$ cat config.mk
export PLATFORM = sky130hd
export DESIGN_NAME = mem_writer
export DESIGN_NICKNAME = d
export VERILOG_FILES = /design/src/rtl/watch_pkg.sv /design/src/rtl/pos_detect.sv /design/src/rtl/mem_writer.sv
export SDC_FILE = /design/constraint.sdc
export NUM_CORES = 1
export LEC_CHECK = 0
export BUFFER_PORTS_ARGS = -buffer_cell sky130_fd_sc_hd__buf_2
export CORE_MARGIN = 2
export CORE_UTILIZATION = 48
export DETAILED_ROUTE_END_ITERATION = 7
export PLACE_DENSITY = 0.77
export SETUP_SLACK_MARGIN = 0.4
export SYNTH_ARGS = -nofsm -noshare
export SYNTH_HDL_FRONTEND = slang
export SYNTH_SLANG_ARGS = --single-unit
$ cat constraint.sdc
create_clock -name clk -period 1.7 [get_ports clk]
set_input_delay 0.34 -clock clk [delete_from_list [all_inputs] [get_ports clk]]
set_output_delay 0.34 -clock clk [all_outputs]
set_load 0.01 [all_outputs]
$ cat src/rtl/watch_pkg.sv
// Shared watch types and snapshot record layout.
// Byte offsets are common to mem_writer and mem_reader.
package watch_pkg;

  typedef enum logic [1:0] {
    IDLE,
    WR_SEC,
    WR_MIN,
    DONE
  } mem_wr_state_t;

  localparam int unsigned REC_BYTES  = 2;
  localparam int unsigned SEC_OFFSET = 0;
  localparam int unsigned MIN_OFFSET = 1;

endpackage

$ cat src/rtl/pos_detect.sv
// Rising-edge detector: one-cycle-wide pulse on 0->1 of sig.
// Rising-edge mirror of neg_detect.
module pos_detect (
  input  logic clk,
  input  logic rst,
  input  logic sig,
  output logic pos_sig
);

  logic r_sig_q;

  always_ff @(posedge clk or posedge rst) begin
    if (rst) r_sig_q <= 1'b0;
    else     r_sig_q <= sig;
  end

  assign pos_sig = sig & ~r_sig_q;

endmodule

$ cat src/rtl/mem_writer.sv
// Snapshot writer: stores BCD time as {sec, min} byte pairs
// into an external byte-wide RAM via registered we/addr/wdata.
module mem_writer
  import watch_pkg::*;
#(
  parameter int SIZE     = 4,
  parameter int MAX_ADDR = 8,
  parameter int ADDR_W   = 8
) (
  input  logic                clk,
  input  logic                rst,
  input  logic                save,
  input  logic                clear,
  input  logic [SIZE-1:0]     seconds_units,
  input  logic [SIZE-1:0]     seconds_tens,
  input  logic [SIZE-1:0]     minutes_units,
  input  logic [SIZE-1:0]     minutes_tens,
  output logic                we,
  output logic [ADDR_W-1:0]   addr,
  output logic [2*SIZE-1:0]   wdata,
  output logic                busy,
  output logic                full,
  output logic [ADDR_W-1:0]   rec_count,
  output logic                overflow
);

  localparam logic [ADDR_W-1:0] LP_LAST =
    ADDR_W'(MAX_ADDR - REC_BYTES);
  localparam logic [ADDR_W-1:0] LP_STEP = ADDR_W'(REC_BYTES);
  localparam logic [ADDR_W-1:0] LP_SEC  = ADDR_W'(SEC_OFFSET);
  localparam logic [ADDR_W-1:0] LP_MIN  = ADDR_W'(MIN_OFFSET);

  mem_wr_state_t r_state, w_state_n;

  logic              w_save_rise;
  logic [ADDR_W-1:0] r_ptr, w_ptr_n;
  logic [ADDR_W-1:0] r_cnt, w_cnt_n;
  logic              r_full, w_full_n;
  logic              r_we, w_we_n;
  logic [ADDR_W-1:0] r_addr, w_addr_n;
  logic [2*SIZE-1:0] r_wdata, w_wdata_n;
  logic [2*SIZE-1:0] r_min, w_min_n;
  logic              r_ovf, w_ovf_n;

  pos_detect u_save_det (
    .clk     (clk),
    .rst     (rst),
    .sig     (save),
    .pos_sig (w_save_rise)
  );

  always_ff @(posedge clk or posedge rst) begin
    if (rst) begin
      r_state <= IDLE;
      r_ptr   <= '0;
      r_cnt   <= '0;
      r_full  <= 1'b0;
      r_we    <= 1'b0;
      r_addr  <= '0;
      r_wdata <= '0;
      r_min   <= '0;
      r_ovf   <= 1'b0;
    end else begin
      r_state <= w_state_n;
      r_ptr   <= w_ptr_n;
      r_cnt   <= w_cnt_n;
      r_full  <= w_full_n;
      r_we    <= w_we_n;
      r_addr  <= w_addr_n;
      r_wdata <= w_wdata_n;
      r_min   <= w_min_n;
      r_ovf   <= w_ovf_n;
    end
  end

  // Outputs are registered: each branch sets what the RAM sees next cycle.
  always_comb begin
    w_state_n = r_state;
    w_ptr_n   = r_ptr;
    w_cnt_n   = r_cnt;
    w_full_n  = r_full;
    w_we_n    = 1'b0;
    w_addr_n  = r_addr;
    w_wdata_n = r_wdata;
    w_min_n   = r_min;
    w_ovf_n   = 1'b0;
    unique case (r_state)
      IDLE: begin
        if (clear) begin
          w_ptr_n  = '0;
          w_cnt_n  = '0;
          w_full_n = 1'b0;
        end else if (w_save_rise) begin
          if (r_full) begin
            w_ovf_n = 1'b1;
          end else begin
            w_state_n = WR_SEC;
            w_we_n    = 1'b1;
            w_addr_n  = r_ptr + LP_SEC;
            w_wdata_n = {seconds_tens, seconds_units};
            w_min_n   = {minutes_tens, minutes_units};
          end
        end
      end
      WR_SEC: begin
        w_state_n = WR_MIN;
        w_we_n    = 1'b1;
        w_addr_n  = r_ptr + LP_MIN;
        w_wdata_n = r_min;
      end
      WR_MIN: begin
        w_state_n = DONE;
      end
      DONE: begin
        w_state_n = IDLE;
        w_ptr_n   = r_ptr + LP_STEP;
        w_cnt_n   = r_cnt + 1'b1;
        w_full_n  = (r_ptr == LP_LAST);
      end
      default: w_state_n = IDLE;
    endcase
  end

  assign we        = r_we;
  assign addr      = r_addr;
  assign wdata     = r_wdata;
  assign busy      = (r_state != IDLE);
  assign full      = r_full;
  assign rec_count = r_cnt;
  assign overflow  = r_ovf;

endmodule

==> metrics.cfg, run 1 <==
[pwr]
p_clk_frac = 0.138
p_seq_frac = 0.353
p_comb_frac = 0.509
power.internal_uw = 3138
power.density_nw_per_um2 = 1677
p_sw_uw = 1696
p_leak_uw = 0.001347
swShare = 0.3509
ir_drop_mv = 0.9323

[routing]
drt-vias-per-instance = 5.473
drt_first_pass_iters = 4
avgRoutedWirePerCell_um = 15.11
ant_nets = 0
dr_total_vias = 1609
drc = 0
drtIter0Drc = 69
routed_wl_um = 4443

[critical_path]
cp.required_ps = 1360
cp_slowest_stage_delay_ps = 400
crit_buf_inv = 4
critPathArrivalTime_ps = 1310
critical-path-top-delay-family = buffers and inverters
path_class = flop to output port
crit_path_top_delay_cell = dfrtp_1
path_max_fanout = 4
timing.critical_path.to_type = output port
start_kind = flop
path_cells = inv_2 > ha_4 > buf_4 > inv_1 > buf_2

[clocking]
ctsHoldBuffers = 0
insertion_delay_ps = 300
numCtsBuffers = 5
clk_pin_slew_ps = 90
h-tree-depth = 2
cts_tree = yes
clock_path_buffers = 2
ctsRootBufferMaster = clkbuf_8
clock-sinks = 45

[timing]
fmax_mhz = 604.6
relSlewSlack = 0.7008
post-route-period-util = 0.9729
setup_tns_ps = 0
setup_violations = 0
drv_slew = 0
worst_pin_slew_ps = 447.8
rsz0062_at_grt = yes
skew_ps = 4.454
finalHoldViolations = 0
period_needed_ps = 1654

[floorplanning]
die_h_um = 70.55
row_count = 24
die_x_um = 70.55
ios = 48
die-area_um2 = 4977
start_util = 0.4916
design.core.area_um2 = 4324

[logic_synthesis]
synth_area_per_cell_um2 = 12.73
synth_top_area_share = 0.5297
synth_largest_area_cell = dfrtp_1
syn-num-nets = 193
synth_commonest_cells = dfrtp_1 (45), mux2_2 (21), nand2_1 (13)
netlist_area_um2 = 2126
ys.flop_type = dfrtp_1
yosysSeqAreaShare = 0.5297
ys_seq_elements = 45
syn_inst = 167
async_reset_ff_frac = 1.000
synth_most_common_cell = dfrtp_1
synth-warning-count = 0
ys_types = 35
yosys-top-cells-area = dfrtp_1 (53%), mux2_2 (11%), mux2_4 (7.1%)
synth_edf_count = 0

[grt]
grt_pass1_wl_um = 7231
grt.overflow.total = 0
grt_pass1_vias = 1607
grt_max_degree = 27
grt_util_all_layers = 0.1835
antenna_found_initial = 0

[worst_hold_path]
min_path_type = input pin to async pin

[run_status]
status = finished, final reports clean

[layout]
antenna_cells = 0
finalNetCount = 267
fin_cells = 294
drive_gt1_frac = 0.6074
area_growth_pct = 35.55
final_area_um2 = 2882

[placed_design]
place_congestion = 0.7786
io_buffers = 47
place_hpwl_um = 2948
placedCellCount = 277
placed_area_um2 = 2544

[job]
maxCapViolCount = 0

-- kinds of logic (layout without fill, tap and decap cells) --
kind of cell / after synthesis / after routing / synth area share
DFF: 45 / 45 / 0.5297
muxes: 33 / 33 / 0.1989
AOI/OAI and AO/OA: 30 / 30 / 0.08947
and+or+nand+nor: 40 / 40 / 0.1112
adders and majority gates: 6 / 6 / 0.03531
buffers and inverters: 13 / 88 / 0.03531
-- path summary, 6_finish.rpt --
path,to,start,cells past startpoint,slack [ps]
worst max register to register,wdata[2]$_DFFE_PP0P_,r_state[1]$_DFFE_PP0P_,6,50
worst max-delay path,busy,r_state[1]$_DFFE_PP0P_,5,50
max in group asynchronous,full$_DFFE_PP0P_,rst,3,1180
worst min register to register,r_min[6]$_DFFE_PP0P_,r_min[6]$_DFFE_PP0P_,1,510
worst min-delay path,wdata[7]$_DFFE_PP0P_,rst,2,40
min in group clk,u_save_det.r_sig_q$_DFF_PP0_,save,1,180
-- stage by stage --
stage                     hold slack, ps    util  worst slack [ps]  total power [uW]
after detailed placement           378.2  0.5883            -130.8              3669
final                              39.15  0.6664             46.12              4834
after CTS                          43.48  0.6435             41.47              4722
after global routing               55.41  0.6664          -0.08837              5153
after global placement             373.7  0.5883            -55.91              3601
after floorplan                    350.6       -             13.67              3004
-- power groups by stage --
stage | Combinational [uW] | Sequential [uW] | Clock (uW)
2_1_floorplan | 1240 | 1760 | 0
3_3_place_gp | 1920 | 1690 | 0
3_5_place_dp | 1970 | 1700 | 0
4_1_cts | 2340 | 1700 | 681
5_1_grt | 2660 | 1760 | 734
6_report | 2460 | 1710 | 665
-- cells in the final DEF (no fill, tap or decap), types with 2 or more instances in the layout --
master / instances
nand3_1: 4
a32o_1: 2
nand2_2: 4
inv_2: 2
buf_6: 9
or4_4: 3
inv_1: 4
clkbuf_8: 5
and3_1: 2
o31ai_1: 2
a21oi_2: 7
buf_4: 14
ha_1: 3
o21ai_2: 4
mux2_2: 21
a21oi_1: 2
dfrtp_2: 2
nand2b_1: 3
nor2_1: 2
mux2i_4: 2
or3_1: 3
nand4_1: 2
o31ai_2: 2
nand2_1: 10
ha_4: 3
dfrtp_1: 43
buf_12: 3
clkinvlp_4: 4
mux2_4: 10
buf_2: 47
o21ai_0: 4
-- metal layers --
metal,track usage,wire [um],vias to the layer above
met5,0,0,-
met4,0.06080,49,0
met3,0.04274,221,6
met2,0.3155,2237,52
met1,0.2302,1934,789
li1,-,-,762
-- registers in the layout, summed over array words and instances, names as in the netlist --
register / flops
u_save_det.r_sig_q: 1
r_state: 2
rec_count: 8
r_ptr: 7
we: 1
wdata: 8
addr: 8
full: 1
r_min: 8
overflow: 1
-- repair_timing --
item	4_1_cts	5_1_grt
gates resized for setup	24	23
pin swaps	20	7
gates cloned	1	0
endpoints found under the setup margin	45	45
buffers inserted	6	2
-- area by class of cell --
type	instances	area (um2)
Fill cell	332	1443
Sequential cell	45	1129
Multi-Input combinational cell	109	1065
Timing Repair Buffer	73	501.7
Clock buffer	5	68.82
Tap cell	52	65.06
Inverter	7	30.03
Clock inverter	3	22.52
Power figures use the tool's default switching activity.
==> inputs of run 2 (changes only) <==
--- a/config.mk
+++ b/config.mk
@@ -9,6 +9,7 @@
 export CORE_MARGIN = 2
 export CORE_UTILIZATION = 48
 export DETAILED_ROUTE_END_ITERATION = 7
+export GPL_TIMING_DRIVEN = 0
 export PLACE_DENSITY = 0.77
 export SETUP_SLACK_MARGIN = 0.4
 export SYNTH_ARGS = -nofsm -noshare
==> constraint.sdc (replaced) <==
create_clock -name clk -period 1.4 [get_ports clk]
set_input_delay 0.28 -clock clk [delete_from_list [all_inputs] [get_ports clk]]
set_output_delay 0.28 -clock clk [all_outputs]
set_load 0.01 [all_outputs]
==> run 2 against run 1 <==
Compared with the run above:
- largest power group unchanged
- flip-flop and latch count stayed put
- cell count is 5.4% higher
- the run now ends with negative setup slack left
- sequential power is 22% higher
==> metrics.cfg, run 2 (same netlist as run 1, synthesis figures left out) <==
[placed_design]
placedCellCount = 266  ; was 277
place_congestion = 0.7348  ; was 0.7786
place_hpwl_um = 2816  ; was 2948 um
dp_slack_ps = -470.5  ; was -130.8 ps
io_buffers = 47  ; unchanged

[layout]
n_fill_cell = 311  ; was 332
mostFrequentLayoutCell = buf_2  ; unchanged
area_growth_pct = 44.85  ; was 35.55%
finalNetCount = 283  ; was 267
fin_cells = 310  ; was 294
antenna_cells = 0  ; unchanged
drive_gt1_frac = 0.6240  ; was 0.6074
most-common-layout-cells = buf_2 (44), dfrtp_1 (42), buf_4 (30), mux2_2 (20), mux2_4 (11)  ; was buf_2 (47), dfrtp_1 (43), mux2_2 (21), buf_4 (14)

[timing]
finalHoldViolations = 0  ; unchanged
fin_ws_ps = -313.4  ; was 46.12 ps
skew_ps = 9.875  ; was 4.454 ps
fmax_mhz = 583.6
period_needed_ps = 1713
worst_pin_slew_ps = 953.5  ; was 447.8 ps
rsz0062_at_grt = yes  ; unchanged
setup_violations = 42  ; was 0
drv_slew = 0  ; unchanged
post-route-period-util = 1.224
relSlewSlack = 0.3630  ; was 0.7008
whs_ps = 121.2  ; was 39.15 ps

[job]
maxCapViolCount = 0  ; unchanged

[floorplanning]
die-area_um2 = 4977  ; unchanged
die_h_um = 70.55  ; unchanged
die_x_um = 70.55  ; unchanged
start_util = 0.4916  ; unchanged
ios = 48  ; unchanged
design.core.area_um2 = 4324  ; unchanged
row_count = 24  ; unchanged

[pwr]
power_uw = 6547  ; was 4834 uW
ir_drop_mv = 1.405  ; was 0.9323 mV
power.density_nw_per_um2 = 2126  ; was 1677 nW/um2
p_leak_uw = 0.001456  ; was 0.001347 uW

[worst_hold_path]
min_path_type = input pin to flop  ; was input pin to async pin
min_path_cells = 1

[grt]
antenna_found_initial = 0  ; unchanged
grt_max_degree = 46  ; was 27
grt_pass1_wl_um = 7948  ; was 7231 um
grt_pass1_vias = 1680  ; was 1607
grt.overflow.total = 0  ; unchanged
grt_util_all_layers = 0.1986  ; was 0.1835

[critical_path]
cp_slowest_stage_delay_ps = 430  ; was 400 ps
path_cells = inv_2 > ha_4 > buf_8 > mux2i_4 > buf_6 > nor3b_2 > a221o_1  ; was inv_2 > ha_4 > buf_4 > inv_1 > buf_2
critical-path-top-delay-family = flip-flops  ; was buffers and inverters
critPathArrivalTime_ps = 1900  ; was 1310 ps
crit_path_top_delay_cell = dfrtp_1  ; unchanged
crit_buf_inv = 3  ; was 4
path_max_fanout = 6  ; was 4
crit_cells = 7  ; was 5
cp.required_ps = 1590  ; was 1360 ps
path_class = flop to flop  ; was flop to output port
r2r_cells = 7  ; was 6
timing.critical_path.to_type = flop  ; was output port
start_kind = flop  ; unchanged

[clocking]
ctsHoldBuffers = 0  ; unchanged
clk_pin_slew_ps = 90  ; about the same
numCtsBuffers = 5  ; unchanged
cts_tree = yes  ; unchanged
h-tree-depth = 2  ; unchanged
clock_path_buffers = 2  ; unchanged
clock-sinks = 45  ; unchanged
insertion_delay_ps = 300  ; about the same
ctsRootBufferMaster = clkbuf_8  ; unchanged

[run_status]
violations = negative setup slack
status = complete, but fails checks  ; was finished, final reports clean

[routing]
drc = 0  ; unchanged
drt-vias-per-instance = 5.468  ; was 5.473
drt_first_pass_iters = 4  ; unchanged
routed_wl_um = 4955  ; was 4443 um
dr_total_vias = 1695  ; was 1609
avgRoutedWirePerCell_um = 15.98  ; was 15.11 um
ant_nets = 0  ; unchanged
drtIter0Drc = 77  ; was 69

-- run 2: final cells by class --
cell class	count	area, um2	area share
Buffer	6	77.57	0.02519
Clock buffer	5	68.82	0.02235
Clock inverter	3	68.82	0.02235
Inverter	7	30.03	0.009752
Multi-Input combinational cell	111	1111	0.3608
Sequential cell	45	1130	0.3669
Tap cell	52	65.06	0.02113
Timing Repair Buffer	81	528.0	0.1715
-- run 2: stage by stage --
step                      utilization  instance area (um2)  setup TNS, ps
after floorplan                     -                 2147          -6153
after global routing           0.7121                 3079         -12150
final                          0.7121                 3079          -8939
after detailed placement       0.5660                 2447         -13030
after global placement         0.5660                 2447         -11580
after CTS                      0.6603                 2855          -8931
-- run 2: worst paths after layout --
path,startpoint,to,slack (ps)
setup / recovery,r_state[0]$_DFFE_PP0P_,r_ptr[7]$_DFFE_PP0P_,-310
hold / removal,save,u_save_det.r_sig_q$_DFF_PP0_,120
setup reg to reg,r_state[0]$_DFFE_PP0P_,r_ptr[7]$_DFFE_PP0P_,-310
hold reg to reg,addr[2]$_DFFE_PP0P_,addr[2]$_DFFE_PP0P_,510
max in group asynchronous,rst,rec_count[5]$_DFFE_PP0P_,670
min in group asynchronous,rst,r_ptr[2]$_DFFE_PP0P_,170
-- run 2: worst reg2reg max path, cell delays in order (launching register included) --
cell     delay, ps
dfrtp_1        430
inv_2           90
ha_4           130
buf_8          130
mux2i_4        320
buf_6          180
nor3b_2         50
a221o_1        290
-- run 2: power by group --
| part | switching [uW] | leakage [uW] | internal (uW) |
|---|---|---|---|
| Sequential | 339 | 0.000575 | 1750 |
| Clock | 453 | 0.0000687 | 718 |
| Combinational | 1450 | 0.000813 | 1840 |
-- run 2: per-layer routing --
metal,GRT usage,share of wire,wire [um]
met5,0,0,0
met4,0.04612,0.014,70
met3,0.04558,0.039,192
met2,0.3270,0.51,2512
met1,0.2718,0.44,2180
-- run 2: timing repair --
item,CTS,global route
resized for setup,37,22
gates cloned,3,1
buffers inserted,18,14
endpoints found under the setup margin,72,72
pin swaps,12,10
